===== src/rtl/alu_tile_host_driver.sv =====
// Host-side driver for one ALU tile host port.
// Commands are queued, then issued one per host_in_valid pulse. Results are
// collected into a response queue. The number of ops in flight is capped so
// that every result has space waiting for it. A lost result times out.
module alu_tile_host_driver #(
   parameter int CMD_DEPTH = 4,
   parameter int RSP_DEPTH = 4,
   parameter int ISSUE_GAP = 0,
   parameter int TIMEOUT   = 1024
) (
   input  logic                           clk,
   input  logic                           rst,
   input  logic                           cmd_valid,
   output logic                           cmd_ready,
   input  logic [63:0]                    cmd_a,
   input  logic [63:0]                    cmd_b,
   input  logic [15:0]                    cmd_ctrl,
   output logic [63:0]                    host_in_a,
   output logic [63:0]                    host_in_b,
   output logic [15:0]                    host_in_ctrl,
   output logic                           host_in_valid,
   input  logic [63:0]                    host_out_a,
   input  logic                           host_out_valid,
   output logic                           rsp_valid,
   input  logic                           rsp_ready,
   output logic [63:0]                    rsp_data,
   output logic [$clog2(RSP_DEPTH+1)-1:0] outstanding,
   output logic [1:0]                     err,
   input  logic                           err_clr
);

   localparam int CP       = $clog2(CMD_DEPTH);
   localparam int CW       = $clog2(CMD_DEPTH + 1);
   localparam int RP       = $clog2(RSP_DEPTH);
   localparam int OW       = $clog2(RSP_DEPTH + 1);
   localparam int OW1      = OW + 1;
   localparam int TW       = $clog2(TIMEOUT + 1);
   localparam int GW       = (ISSUE_GAP > 0) ? $clog2(ISSUE_GAP + 1) : 1;
   localparam int GAP_LOAD = (ISSUE_GAP > 0) ? ISSUE_GAP - 1 : 0;

   typedef enum logic [1:0] {IDLE, SEND, GAP, ERR} state_t;

   state_t          state;
   state_t          state_nxt;

   // command queue
   logic [143:0]    cmd_mem [CMD_DEPTH];
   logic [CP-1:0]   cmd_wr_ptr;
   logic [CP-1:0]   cmd_rd_ptr;
   logic [CW-1:0]   cmd_count;
   logic            cmd_push;
   logic [143:0]    cmd_head;

   // response queue
   logic [63:0]     rsp_mem [RSP_DEPTH];
   logic [RP-1:0]   rsp_wr_ptr;
   logic [RP-1:0]   rsp_rd_ptr;
   logic [OW-1:0]   rsp_count;
   logic            rsp_push;
   logic            rsp_pop;

   logic [OW1-1:0]  credit_used;
   logic            eligible;
   logic            issue;
   logic            res_expected;
   logic            res_unexpected;
   logic            tmo_hit;
   logic            tmo_fire;
   logic [TW-1:0]   tmo_cnt;
   logic [GW-1:0]   gap_cnt;

   assign cmd_ready = (cmd_count != CW'(CMD_DEPTH));
   assign cmd_push  = cmd_valid && cmd_ready;
   assign cmd_head  = cmd_mem[cmd_rd_ptr];

   assign rsp_valid = (rsp_count != '0);
   assign rsp_data  = rsp_mem[rsp_rd_ptr];
   assign rsp_pop   = rsp_valid && rsp_ready;

   assign res_expected   = host_out_valid && (outstanding != '0);
   assign res_unexpected = host_out_valid && (outstanding == '0);
   assign rsp_push       = res_expected;

   // Ops in flight plus results not yet consumed may never exceed the
   // response queue size, so an expected result always finds a free slot.
   assign credit_used = OW1'(outstanding) + OW1'(rsp_count);
   assign eligible    = (cmd_count != '0) && (credit_used < OW1'(RSP_DEPTH));

   // An issue or expected result this cycle would clear the counter instead.
   assign tmo_hit = (outstanding != '0) && !res_expected &&
                    (tmo_cnt == TW'(TIMEOUT - 1));

   // Command queue pointers and occupancy
   always_ff @(posedge clk) begin
      if (rst) begin
         cmd_wr_ptr <= '0;
         cmd_rd_ptr <= '0;
         cmd_count  <= '0;
      end else begin
         if (cmd_push) cmd_wr_ptr <= cmd_wr_ptr + CP'(1);
         if (issue)    cmd_rd_ptr <= cmd_rd_ptr + CP'(1);
         cmd_count <= cmd_count + CW'(cmd_push) - CW'(issue);
      end
   end

   // Command queue storage
   always_ff @(posedge clk) begin
      if (cmd_push) cmd_mem[cmd_wr_ptr] <= {cmd_ctrl, cmd_b, cmd_a};
   end

   // Response queue pointers and occupancy
   always_ff @(posedge clk) begin
      if (rst) begin
         rsp_wr_ptr <= '0;
         rsp_rd_ptr <= '0;
         rsp_count  <= '0;
      end else begin
         if (rsp_push) rsp_wr_ptr <= rsp_wr_ptr + RP'(1);
         if (rsp_pop)  rsp_rd_ptr <= rsp_rd_ptr + RP'(1);
         rsp_count <= rsp_count + OW'(rsp_push) - OW'(rsp_pop);
      end
   end

   // Response queue storage
   always_ff @(posedge clk) begin
      if (rsp_push) rsp_mem[rsp_wr_ptr] <= host_out_a;
   end

   // Issue FSM state register
   always_ff @(posedge clk) begin
      if (rst) state <= IDLE;
      else     state <= state_nxt;
   end

   // Issue FSM next state and issue decision. The last GAP cycle may issue
   // directly, so exactly ISSUE_GAP idle cycles separate valid pulses.
   always_comb begin
      state_nxt = state;
      issue     = 1'b0;
      tmo_fire  = 1'b0;
      case (state)
         IDLE: begin
            if (eligible) begin
               issue     = 1'b1;
               state_nxt = SEND;
            end
         end
         SEND: begin
            if (ISSUE_GAP > 0) begin
               state_nxt = GAP;
            end else if (eligible) begin
               issue     = 1'b1;
               state_nxt = SEND;
            end else begin
               state_nxt = IDLE;
            end
         end
         GAP: begin
            if (gap_cnt == '0) begin
               if (eligible) begin
                  issue     = 1'b1;
                  state_nxt = SEND;
               end else begin
                  state_nxt = IDLE;
               end
            end
         end
         ERR: begin
            if (err_clr) state_nxt = IDLE;
         end
         default: state_nxt = IDLE;
      endcase
      if (tmo_hit && !issue) begin
         tmo_fire  = 1'b1;
         state_nxt = ERR;
      end
   end

   // Forced idle countdown, loaded while the valid pulse is on the port
   always_ff @(posedge clk) begin
      if (rst)                 gap_cnt <= '0;
      else if (state == SEND)  gap_cnt <= GW'(GAP_LOAD);
      else if (gap_cnt != '0)  gap_cnt <= gap_cnt - GW'(1);
   end

   // Host port drive: operands hold their last issued value between pulses
   always_ff @(posedge clk) begin
      if (rst) begin
         host_in_valid <= 1'b0;
         host_in_a     <= '0;
         host_in_b     <= '0;
         host_in_ctrl  <= '0;
      end else begin
         host_in_valid <= issue;
         if (issue) begin
            host_in_a    <= cmd_head[63:0];
            host_in_b    <= cmd_head[127:64];
            host_in_ctrl <= cmd_head[143:128];
         end
      end
   end

   // In-flight count, timeout counter and sticky error flags
   always_ff @(posedge clk) begin
      if (rst) begin
         outstanding <= '0;
         tmo_cnt     <= '0;
         err         <= '0;
      end else begin
         if (tmo_fire) outstanding <= '0;
         else          outstanding <= outstanding + OW'(issue) - OW'(res_expected);

         if (tmo_fire || issue || res_expected || (outstanding == '0))
            tmo_cnt <= '0;
         else
            tmo_cnt <= tmo_cnt + TW'(1);

         if (err_clr) begin
            err <= '0;
         end else begin
            if (tmo_fire)       err[0] <= 1'b1;
            if (res_unexpected) err[1] <= 1'b1;
         end
      end
   end

endmodule


===== config.mk =====
export PLATFORM = sky130hd
export DESIGN_NAME = alu_tile_host_driver
export DESIGN_NICKNAME = d
export VERILOG_FILES = /design/src/rtl/alu_tile_host_driver.sv
export SDC_FILE = /design/constraint.sdc
export NUM_CORES = 1
export LEC_CHECK = 0
export CORE_UTILIZATION = 56
export DETAILED_ROUTE_END_ITERATION = 8
export PLACE_DENSITY = 0.78
export SLEW_MARGIN = 10
export SYNTH_ARGS = -nofsm -noshare
export SYNTH_HDL_FRONTEND = slang
export SYNTH_SLANG_ARGS = --single-unit

===== constraint.sdc =====
create_clock -name clk -period 6.5 [get_ports clk]
set_input_delay 1.625 -clock clk [delete_from_list [all_inputs] [get_ports clk]]
set_output_delay 1.625 -clock clk [all_outputs]
set_load 0.01 [all_outputs]

* Yosys cells after proc, flatten, opt, wreduce, memory -nomap -nowiden
Memories as Yosys holds them, arrays and structs flattened. A register that Yosys moved wholly into a read port is not among the register bits.
Cells that the tools add are included.
** Operators by class
- Add/subtract/negate cells :: 13
- Magnitude comparators :: 1
- Eq/ne operators :: 8
- Muxes and demuxes :: 16
- Bitwise gates (word level) :: 1
- Reduce and logical (&&, ||, !) cells :: 24
** Operators with widths (number)
- 2-bit two-way mux :: 6
- 3-bit inequality test (second input constant) :: 4
- 11-bit by 1-bit adder with 11-bit output (second input constant) :: 1
- 11-bit by 10-bit == test with 1-bit output (second input constant) :: 1
- 3-bit by 1-bit adder with 3-bit output :: 3
- 3-bit nonzero test :: 3
- 3-bit by 1-bit subtractor with 3-bit output :: 3
- 2-bit by 1-bit adder with 2-bit output (second input constant) :: 4
- 1-bit logical AND :: 8
- 1-bit two-way mux :: 8
- 2-bit case mux with 4 select lines :: 1
- 2-bit OR reduction :: 4
- 3-bit by 3-bit adder with 4-bit output :: 1
- 2-bit == test (second input constant) :: 2
- 4-bit by 3-bit < comparator with 1-bit output (second input constant) :: 1
- 3-bit zero test :: 1
- 1-bit logical OR :: 3
- 3-bit AND reduction :: 1
- 3-bit OR reduction :: 1
- 2-bit by 1-bit == test with 1-bit output (second input constant) :: 1
- 1-bit zero test :: 2
- 2-bit zero test :: 1
- 1-bit case mux with 2 select lines :: 1
- 1-bit NOT :: 1
- 1-bit subtractor (second input constant) :: 1
** Word-level totals
- Register bits after elaboration :: 34
- RAM bits :: 832
- Logic and storage cells :: 78
- Memories kept :: 2
** Memory list
- cmd_mem :: depth 4, bits a word 144, read ports 1, clocked after memory_dff 1, wr ports 1, RTL line 47 : logic [143:0] cmd_mem [CMD_DEPTH];
- rsp_mem :: depth 4, bits a word 64, read ports 1, clocked after memory_dff 1, wr ports 1, RTL line 55 : logic [63:0] rsp_mem [RSP_DEPTH];

* Logic depth before layout (Yosys ltp)
- Depth in word-level cells :: 13
- Gate-level depth with buffers :: 13
- Depth with buffers taken out :: 12

* Least setup slack after synthesis
Ideal clock, no wire load.
- Path kind :: input-to-reg
- From :: in cmd_valid
- To :: mem cmd_mem[1][0], enable pin
- Setup time :: 0.521 ns
- Arrival :: 5.427 ns
- Slack :: 0.552 ns
- Stages :: 2
- Path through :: a21boi_1 > and2_1
** On the way
- Longest elaborated chain between the ends :: 3
** RTL lines
- from (decl) :: RTL line 13 : input logic cmd_valid,
- 1-bit logical AND :: RTL line 73 : assign cmd_push = cmd_valid && cmd_ready;
- 1-bit two-way mux :: RTL line 108 : if (cmd_push) cmd_mem[cmd_wr_ptr] <= {cmd_ctrl, cmd_b, cmd_a};
- 1-bit two-way mux (not written as such) :: RTL line 108
- to (decl) :: RTL line 47
No other way between the ends.

==> flow_summary.toml <==
[outcome]
status = "finished clean"

[power]
p_int_w = 0.01363
leakage_nw = 14.42
p_switching_w = 0.005595
share_seq_of_total_power_pct = 44.6
switching_share_pct = 29.11
pwr-share-comb_pct = 26.0
ir_worst_vdd_mv = 0.3071
cellPowerDensity_nw_per_um2 = 422.3
power_frac_clock_pct = 29.4

[sta]
max_freq_mhz = 206.8
drv_slew = 0
setup_viol = 0
relSlewSlack_pct = 16.38
fin_crit_ns = 4.837
hold_viol_final = 0
rsz0062_at_grt = "false"
post-route-period-util_pct = 74.41
worst_slew_pin_slew_ns = 1.251
layout_setup_ws_ns = 1.663
skew_ns = 0.02546
tns_ns = 0

[final_layout]
fillers = 4036
fin_cells = 3317
drive_gt1_share_pct = 16.47
mostFrequentLayoutCell = "edfxtp_1"
nets = 2602
fin_area_um2 = 45520
area_growth_pct = 22.52
final_cell_mix = "edfxtp_1 (832), clkdlybuf4s50_1 (428), mux4_2 (208)"

[setup_path]
crit_fanout = 46
crit_arrival_ns = 3.21
critPathKind = "reg -> out"
critical_path.endpoint_type = "output port"
worstPathRequired_ns = 4.88
crit_path_start_kind = "flop"

[grt]
met1_usage_pct = 33.31
grt_pass1_vias = 20210
grt_start_max_net_pins = 92
antenna_found_initial = 19
grt_first_pass_wirelength_mm = 124.3
grt_usage_pct = 24.84
use_met3_pct = 6.569
use_met2_pct = 39.79
grt_remaining_overflow = 0
busiest_layer = "met2"

[synthesis]
ys_seq_area_share_pct = 76.94
async_flop_share_pct = 0
syn-num-nets = 2178
yosys_warnings = 0
synthFlopType = "edfxtp_1"
syn_inst = 1942
synth.avg_cell_area_um2 = 19.13
synth_edf_count = 832
ys_ff_latch = 1012
synth_area_um2 = 37150
synth_cell_types = 46

[clocking]
cts_tree = "done"
numClockSinks = 1012
numCtsBuffers = 97
post_cts_resized = 0
cts.clk_slew.worst_paths_ns = 0.06
cts_buffer_depth = 3
ctsHoldBuffers = 0
htreeDepth = 3
cts_setup_buffers = 0
cts_root_buf = "clkbuf_16"
insertion_delay_ns = 0.66

[floorplan]
coreArea_um2 = 65750
initial_core_util_pct = 56.51
die_area_um2 = 67380
die_x_um = 259.6
ios = 430
num_rows = 94
fp.dieH_um = 259.6

[placement]
dpl.hpwl_mm = 49.93
io_buffers = 429
post-place-ws_ns = 1.960
placed_area_um2 = 42270
dp_cells = 3131
place_congestion = 0.8023

[drt]
wl_mm = 83.65
drt_iter0_markers = 2026
drc = 0
viasPerCell = 6.000
routed-via-count = 19901
ant_nets = 0
route.detailed.wl_per_inst_um = 25.22
drt-pass1-iter-count = 6

[hold_path]
min_path_type = "reg -> reg"

[job]
drv_cap = 0
## metal layers
layer,vias up,routed length (µm)
met3,181,8017
met5,-,180
met1,10085,31590
met4,26,2579
met2,951,41280
li1,8658,-
## state kept, by name, summed over array words and instances (netlist names), 3 cells and up, named ones only
name / flops
cmd_count: 3
cmd_mem: 576
host_in_a: 64
host_in_b: 64
host_in_ctrl: 16
outstanding: 3
rsp_count: 3
rsp_mem: 256
tmo_cnt: 11
## worst paths after layout
kind              slack (ns)             end  depth (start not counted)     start
hold / removal          0.47          err[0]                          1    err[0]
hold reg to reg         0.47          err[0]                          1    err[0]
setup reg to reg        2.95  outstanding[2]                         12  state[0]
setup / recovery        1.66     rsp_data[9]                          3      flop
## power groups by stage
stage                     sequential [W]  clock (W)  combinational [W]
after floorplan                  0.00866          0            0.00278
after global placement           0.00864          0            0.00493
after detailed placement         0.00870          0            0.00500
after CTS                        0.00858    0.00573            0.00504
after global routing             0.00867    0.00597            0.00536
final                            0.00857    0.00565            0.00500
## per-stage QoR
step	hold slack (ns)	power (W)	utilization, %
after global placement	0.4448	0.01358	64.29
after detailed placement	0.4514	0.01370	64.29
after floorplan	0.4282	0.01144	-
final	0.4672	0.01922	69.24
after CTS	0.4603	0.01935	69.21
after global routing	0.4977	0.01999	69.23
## cells by family after synthesis
logic type	share of synthesized area, %
xor gates and xnor gates	0.4715
buffers and inverters	1.765
AOI/OAI and AO/OA	4.233
other	0.01009
adders and majority gates	0.8015
and+or+nand+nor	3.081
muxes	12.69
DFF	76.94
## worst max-delay path, cell delays in order, from the launching register on
cell and delay (ns):
dfxtp_4 0.93, buf_4 0.48, mux4_2 0.58, clkdlybuf4s50_1 0.50
## layout make-up
cell class	count	area, µm²	share of cell area [%]
clock inverter	48	520.5	1.143
clock buffer	132	2714	5.962
inverter	14	52.55	0.1154
timing repair buffer	457	4581	10.06
multi-input combinational	784	7958	17.48
sequential	1012	28600	62.83
tap	864	1081	2.375
antenna	6	15.01	0.03298
## cells in the mapped netlist (3+ instances only)
cell      number  area (µm²)
and3_1         3       18.77
xor2_1         9       78.83
clkbuf_1      67       251.5
buf_4         11       82.58
and2_1         8       50.05
inv_1         14       52.55
o21ai_0      138       690.7
nand3_1      149       745.7
a21oi_1      150       750.7
or3_1          3       18.77
buf_2         41       205.2
nor2_1        19       71.32
xnor2_1       11       96.34
buf_1         11       41.29
edfxtp_1     832       24980
fa_1           3       60.06
o21ai_1        8       40.04
ha_1          19       237.7
nor3_1        16       80.08
nor2b_1        4       25.02
mux4_2       208        4684
dfxtp_1      180        3603
nand2_1       10       37.54
Power figures use the tool's default switching activity.
